File: src/rtl/ctc_rom_seq_if.sv
// Bus between the ROM address sequencer and its surroundings: word-time state,
// serial ROM link, carry/keycode inputs and observed address state.
interface ctc_rom_seq_if #(
   parameter int ADR_W = 8
);
   logic [5:0]       sys_cnt;
   logic             is;
   logic             carry;
   logic [5:0]       kcode;
   logic             ia;
   logic [ADR_W-1:0] adr;
   logic [ADR_W-1:0] rtn_adr;
   logic             brh_taken;

   modport master (
      output sys_cnt, is, carry, kcode,
      input  ia, adr, rtn_adr, brh_taken
   );

   modport slave (
      input  sys_cnt, is, carry, kcode,
      output ia, adr, rtn_adr, brh_taken
   );
endinterface

File: src/rtl/ctc_rom_seq.sv
// Bit-serial ROM address sequencer: shifts the address out, captures the serial
// instruction, and resolves the next program address once per 56-state word.
module ctc_rom_seq #(
   parameter int         ADR_W     = 8,
   parameter int         IA_START  = 19,
   parameter int         IS_START  = 45,
   parameter int         WORD_LAST = 55,
   parameter logic [9:0] RTN_OP    = 10'h030,
   parameter logic [9:0] KEY_OP    = 10'h0D0
) (
   input logic           cph2,
   input logic           pon,
   ctc_rom_seq_if.slave  bus
);

   localparam logic [5:0] IS_FIRST = 6'(IS_START);
   localparam logic [5:0] IS_LAST  = 6'(IS_START + 9);
   localparam logic [5:0] T_LAST   = 6'(WORD_LAST);
   localparam logic [3:0] BITS_ALL = 4'd10;

   logic [ADR_W-1:0] adr_q, adr_d;
   logic [ADR_W-1:0] rtn_adr_q, rtn_adr_d;
   logic [9:0]       inst_sr_q, inst_sr_d;
   logic [3:0]       bcnt_q, bcnt_d;
   logic             inst_ok_q, inst_ok_d;
   logic             carry_acc_q, carry_acc_d;
   logic             brh_taken_q, brh_taken_d;

   logic [ADR_W-1:0] adr_inc;
   logic [ADR_W-1:0] ia_hit;
   logic             in_word;
   logic             is_cap;
   logic             at_last;

   // Serial address: one slot per address bit, LSB first; any other state reads 0.
   genvar gi;
   generate
      for (gi = 0; gi < ADR_W; gi++) begin : g_ia
         localparam logic [5:0] SLOT = 6'(IA_START + gi);
         assign ia_hit[gi] = (bus.sys_cnt == SLOT) & adr_q[gi];
      end
   endgenerate

   assign bus.ia = |ia_hit;

   assign in_word = (bus.sys_cnt <= T_LAST);
   assign is_cap  = (bus.sys_cnt >= IS_FIRST) && (bus.sys_cnt <= IS_LAST);
   assign at_last = (bus.sys_cnt == T_LAST);
   assign adr_inc = adr_q + ADR_W'(1);

   always_comb begin
      adr_d       = adr_q;
      rtn_adr_d   = rtn_adr_q;
      inst_sr_d   = inst_sr_q;
      bcnt_d      = bcnt_q;
      inst_ok_d   = inst_ok_q;
      carry_acc_d = carry_acc_q;
      brh_taken_d = 1'b0;

      if (is_cap) begin
         inst_sr_d = {bus.is, inst_sr_q[9:1]};
         if (bcnt_q != BITS_ALL) begin
            bcnt_d = bcnt_q + 4'd1;
         end
         if (bcnt_q == BITS_ALL - 4'd1) begin
            inst_ok_d = 1'b1;
         end
      end

      // Carry in the decision state itself is deliberately not folded in.
      if (in_word && !at_last) begin
         carry_acc_d = carry_acc_q | bus.carry;
      end

      if (at_last) begin
         bcnt_d      = 4'd0;
         inst_ok_d   = 1'b0;
         carry_acc_d = 1'b0;

         if (!inst_ok_q) begin
            adr_d = adr_inc;
         end else if (inst_sr_q == RTN_OP) begin
            adr_d = rtn_adr_q;
         end else if (inst_sr_q == KEY_OP) begin
            adr_d       = ADR_W'(bus.kcode);
            brh_taken_d = 1'b1;
         end else if (inst_sr_q[1:0] == 2'b01) begin
            rtn_adr_d   = adr_inc;
            adr_d       = ADR_W'(inst_sr_q[9:2]);
            brh_taken_d = 1'b1;
         end else if (inst_sr_q[1:0] == 2'b11) begin
            if (!carry_acc_q) begin
               adr_d       = ADR_W'(inst_sr_q[9:2]);
               brh_taken_d = 1'b1;
            end else begin
               adr_d = adr_inc;
            end
         end else begin
            adr_d = adr_inc;
         end
      end
   end

   always_ff @(posedge cph2 or posedge pon) begin
      if (pon) begin
         adr_q       <= '0;
         rtn_adr_q   <= '0;
         inst_sr_q   <= '0;
         bcnt_q      <= '0;
         inst_ok_q   <= 1'b0;
         carry_acc_q <= 1'b0;
         brh_taken_q <= 1'b0;
      end else begin
         adr_q       <= adr_d;
         rtn_adr_q   <= rtn_adr_d;
         inst_sr_q   <= inst_sr_d;
         bcnt_q      <= bcnt_d;
         inst_ok_q   <= inst_ok_d;
         carry_acc_q <= carry_acc_d;
         brh_taken_q <= brh_taken_d;
      end
   end

   assign bus.adr       = adr_q;
   assign bus.rtn_adr   = rtn_adr_q;
   assign bus.brh_taken = brh_taken_q;

endmodule

File: src/flat_wrapper.sv
// flat-port wrapper written by rule: the top's interface ports become plain ports
module ctc_rom_seq_flat 
#(
   parameter int         ADR_W     = 8,
   parameter int         IA_START  = 19,
   parameter int         IS_START  = 45,
   parameter int         WORD_LAST = 55,
   parameter logic [9:0] RTN_OP    = 10'h030,
   parameter logic [9:0] KEY_OP    = 10'h0D0
)
  (cph2, pon, bus_sys_cnt, bus_is, bus_carry, bus_kcode, bus_ia, bus_adr, bus_rtn_adr, bus_brh_taken);
  ctc_rom_seq_if #(.ADR_W(ADR_W)) bus_i ();
  input logic cph2;
  input logic pon;
  input wire logic [$bits(bus_i.sys_cnt)-1:0] bus_sys_cnt;
  input wire logic [$bits(bus_i.is)-1:0] bus_is;
  input wire logic [$bits(bus_i.carry)-1:0] bus_carry;
  input wire logic [$bits(bus_i.kcode)-1:0] bus_kcode;
  output wire logic [$bits(bus_i.ia)-1:0] bus_ia;
  output wire logic [$bits(bus_i.adr)-1:0] bus_adr;
  output wire logic [$bits(bus_i.rtn_adr)-1:0] bus_rtn_adr;
  output wire logic [$bits(bus_i.brh_taken)-1:0] bus_brh_taken;
  assign bus_i.sys_cnt = bus_sys_cnt;
  assign bus_i.is = bus_is;
  assign bus_i.carry = bus_carry;
  assign bus_i.kcode = bus_kcode;
  assign bus_ia = bus_i.ia;
  assign bus_adr = bus_i.adr;
  assign bus_rtn_adr = bus_i.rtn_adr;
  assign bus_brh_taken = bus_i.brh_taken;
  ctc_rom_seq #(.ADR_W(ADR_W), .IA_START(IA_START), .IS_START(IS_START), .WORD_LAST(WORD_LAST), .RTN_OP(RTN_OP), .KEY_OP(KEY_OP)) u_core (.cph2(cph2), .pon(pon), .bus(bus_i));
endmodule
File: config.mk
export PLATFORM = sky130hd
export DESIGN_NAME = ctc_rom_seq_flat
export DESIGN_NICKNAME = d
export VERILOG_FILES = /design/src/rtl/ctc_rom_seq_if.sv /design/src/rtl/ctc_rom_seq.sv /design/src/flat_wrapper.sv
export SDC_FILE = /design/constraint.sdc
export NUM_CORES = 1
export LEC_CHECK = 0
export CAP_MARGIN = 15
export CORE_AREA = 5 5 71 73
export CTS_BUF_LIST = sky130_fd_sc_hd__clkbuf_16
export DETAILED_ROUTE_END_ITERATION = 7
export DIE_AREA = 0 0 76 78
export GPL_TIMING_DRIVEN = 0
export PLACE_DENSITY = 0.74
export SLEW_MARGIN = 20
export SYNTH_ARGS = -nofsm -noshare
export SYNTH_HDL_FRONTEND = slang
export SYNTH_SLANG_ARGS = --single-unit
export TNS_END_PERCENT = 30
File: constraint.sdc
create_clock -name cph2 -period 2.4 [get_ports cph2]
set_input_delay 0.24 -clock cph2 [delete_from_list [all_inputs] [get_ports cph2]]
set_output_delay 0.24 -clock cph2 [all_outputs]
set_load 0.03 [all_outputs]
==> key figures <==
Setup path
  • CP top delay family: buffers and inverters
  • Cells along the critical path: clkbuf_1 -> mux4_2 -> a211oi_1 -> nor4bb_1 -> dlygate4sd2_1
  • Worst Reg-to-Reg Cells: 5
  • Critical path endpoint category: output port
  • Worst EP required: 2.16 ns
  • Slowest stage cell, crit path: mux4_2
  • Worst Path Arrival: 2.06 ns
  • Worst Path Buf+Inv: 2
  • CP max FO: 9
  • Crit-path max cell delay: 0.51 ns
  • Worst Setup Path Type: reg2out
  • Crit path launch type: flop
  • Stages on worst setup path: 5

Layout
  • Final Cell Area: 2580 um^2
  • Area delta synth->final: 24.7%
  • Most frequent cells in the layout: dfrtp_1 (33), clkdlybuf4s50_1 (30), nand2_1 (19), inv_1 (13)
  • Fin util: 0.601
  • Layout cell share with drive strength beyond 1: 0.115
  • Commonest non-fill, non-tap cell in the layout: dfrtp_1
  • Final #Nets: 272
  • Layout Cells excl Fill: 305
  • Ant. Diodes: 0

Power and ir drop
  • Clk pwr share: 0.253
  • P per Cell Area: 913 nW/um^2
  • Worst IR Drop VDD: 0.422 mV
  • Internal Dissipation: 1.47 mW
  • Switching Fraction: 0.376
  • Final Power: 2.36 mW
  • Leak: 1.09 nW
  • Sequential Power Share: 0.390
  • Combinational Power Share: 0.357
  • Switching pwr: 0.886 mW

Drt
  • Initial DRC count: 118
  • Post-route ant nets: 0
  • Final wirelength: 4.93 mm
  • DR vias/cell: 5.95
  • Vias: 1814
  • Wire per inst: 16.2 um
  • DR pass1 iterations: 4
  • DRC viols: 0

Yosys
  • Ys flop type: dfrtp_1
  • Sequential share of the synthesized area: 0.399
  • Syn Std Cell Area: 2070 um^2
  • Distinct cells, synth: 56
  • Syn nets: 234
  • Post-Syn Instances: 214
  • EDFF count, synth: 0
  • Asr flop ratio synth: 1.00
  • Syn avg cell area: 9.67 um^2
  • Yosys reg bits: 33
  • Ys Warns: 0

Clocking
  • Clock latency on the worst-skew pair: 0.28 ns
  • Root buf cell: clkbuf_16
  • H-tree depth: 2
  • CTS tree: done
  • CTS Buf Count: 5
  • Post-CTS Setup Bufs: 0
  • Clk sink count: 33
  • Maximum buffer depth of the clock tree: 2
  • # hold bufs at CTS: 0
  • Resized cells post-CTS: 1
  • Clk slew on worst S/H paths: 0.05 ns

STA
  • Fin. Hold Viols: 0
  • Post-route setup slack: 0.102 ns
  • Normalized max-slew margin: 0.535
  • Slew @ Worst Pin: 0.697 ns
  • Tmin final: 2.30 ns
  • Highest clock rate: 0.435 GHz
  • Clock skew: 0.00401 ns
  • Final Setup Violations: 0
  • Max-slew violations: 0
  • RSZ-0062 raised after global routing: no
  • Final period utilization: 0.957

Worst hold path
  • Min-Delay Path Class: in2async

Die
  • Row count: 24
  • Full die area: 5930 um^2
  • Initial core utilization: 0.482
  • IO Pins: 34
  • CORE AREA: 4290 um^2
  • Chip width: 76 um
  • Height of the die: 78 um

Placed design
  • Placement Cell Area: 2440 um^2
  • Placed insts: 297
  • Routability congestion estimate: 0.854
  • Post-DP HPWL: 3.67 mm
  • Setup WS pre-CTS: -0.0652 ns
  • Number of port buffers: 31

Global routing
  • GRT overflow: 0
  • First-pass GRT wire length: 8.34 mm
  • Largest net degree at the start of global routing: 34
  • Vias in the first global route: 1685
  • GRT Util Overall: 0.172
  • Antenna violations before repair: 0

Job
  • Max cap viols: 0

Run status
  • Status: completed
## stage by stage
step,setup TNS [ns],hold slack (ns)
detailed placement,-0.0652,0.465
finish,0,0.396
global placement,-0.0457,0.455
floorplan,0,0.369
global route,0,0.460
CTS,0,0.417
## cell usage after synthesis (2+ instances only)
master,count,area share
and3_1,4,0.012
a211oi_1,3,0.011
inv_1,11,0.020
xnor2_1,4,0.017
nor4_1,7,0.021
o211ai_1,7,0.025
nand4_1,4,0.012
and4_1,2,0.0085
o2111ai_1,2,0.0085
dfrtp_1,33,0.40
nand3_1,8,0.019
a211o_1,2,0.0085
a31oi_1,5,0.015
ha_1,4,0.024
a21oi_1,8,0.019
mux2_2,11,0.060
and3b_1,2,0.0085
mux2i_1,9,0.044
a32oi_1,2,0.0085
o21ai_0,6,0.015
nor3_1,8,0.019
nand2_1,19,0.034
nor2_1,11,0.020
nor2b_1,2,0.0060
nand3b_1,2,0.0073
clkbuf_1,8,0.015
## sequential cells by signal (all words and copies together) (netlist names)
register,count
u_core.bcnt_q,4
u_core.bus.adr,8
u_core.bus.brh_taken,1
u_core.bus.rtn_adr,8
u_core.carry_acc_q,1
u_core.inst_ok_q,1
u_core.inst_sr_q,10
## worst register-to-register path: stages (launching register included)
cell and delay (ns):
dfrtp_1 0.43, or4b_4 0.55, buf_6 0.15, nor3_4 0.31
a21oi_2 0.10, a221o_1 0.32
## path summary, 6_finish.rpt
| check | from | end | slack (ns) |
|---|---|---|---|
| worst max-delay path | u_core.bus.adr[4]$_DFFE_PP0P_ | bus_ia | 0.10 |
| worst min-delay path | pon | u_core.bcnt_q[3]$_DFFE_PP0P_ | 0.40 |
| worst max register to register | u_core.inst_sr_q[9]$_DFFE_PP0P_ | u_core.bus.adr[2]$_DFFE_PP0P_ | 0.42 |
| worst min register to register | u_core.bcnt_q[3]$_DFFE_PP0P_ | u_core.bcnt_q[3]$_DFFE_PP0P_ | 0.47 |
| max in group asynchronous | pon | u_core.inst_ok_q$_DFFE_PP0P_ | 1.55 |
| min in group cph2 | bus_sys_cnt[5] | u_core.bcnt_q[2]$_DFFE_PP0P_ | 0.42 |
## layout make-up
class | count | area, um^2
fill | 393 | 1710
tap | 52 | 65.1
clock buffer | 5 | 125
sequential | 33 | 826
buffer | 10 | 46.3
multi-input combinational | 160 | 1160
clock inverter | 3 | 11.3
inverter | 11 | 41.3
timing repair buffer | 31 | 309
## power groups by stage
stage / sequential (mW) / clock [mW] / combinational (mW)
floorplan: 0.917 / 0 / 0.585
global placement: 0.912 / 0 / 0.822
detailed placement: 0.920 / 0 / 0.840
CTS: 0.912 / 0.605 / 0.845
global route: 0.949 / 0.620 / 0.927
finish: 0.918 / 0.597 / 0.841
## metal layers
metal	GRT usage	part of all wire	wire length, um	up-vias
li1	-	-	-	891
met1	0.240	0.47	2310	860
met2	0.261	0.45	2200	58
met3	0.0486	0.076	375	5
met4	0.0480	0.0095	47	0
met5	0	0	0	-
## kinds of logic after synthesis
group,share of synthesized area
XOR/XNOR,0.0169
buffers and inverters,0.0423
AO/OA/AOI/OAI,0.176
AND/OR/NAND/NOR,0.227
multiplexers,0.114
flip-flops,0.399
adder cells (fa/ha/maj),0.0242
No activity file was read; power rests on OpenSTA's default activity.
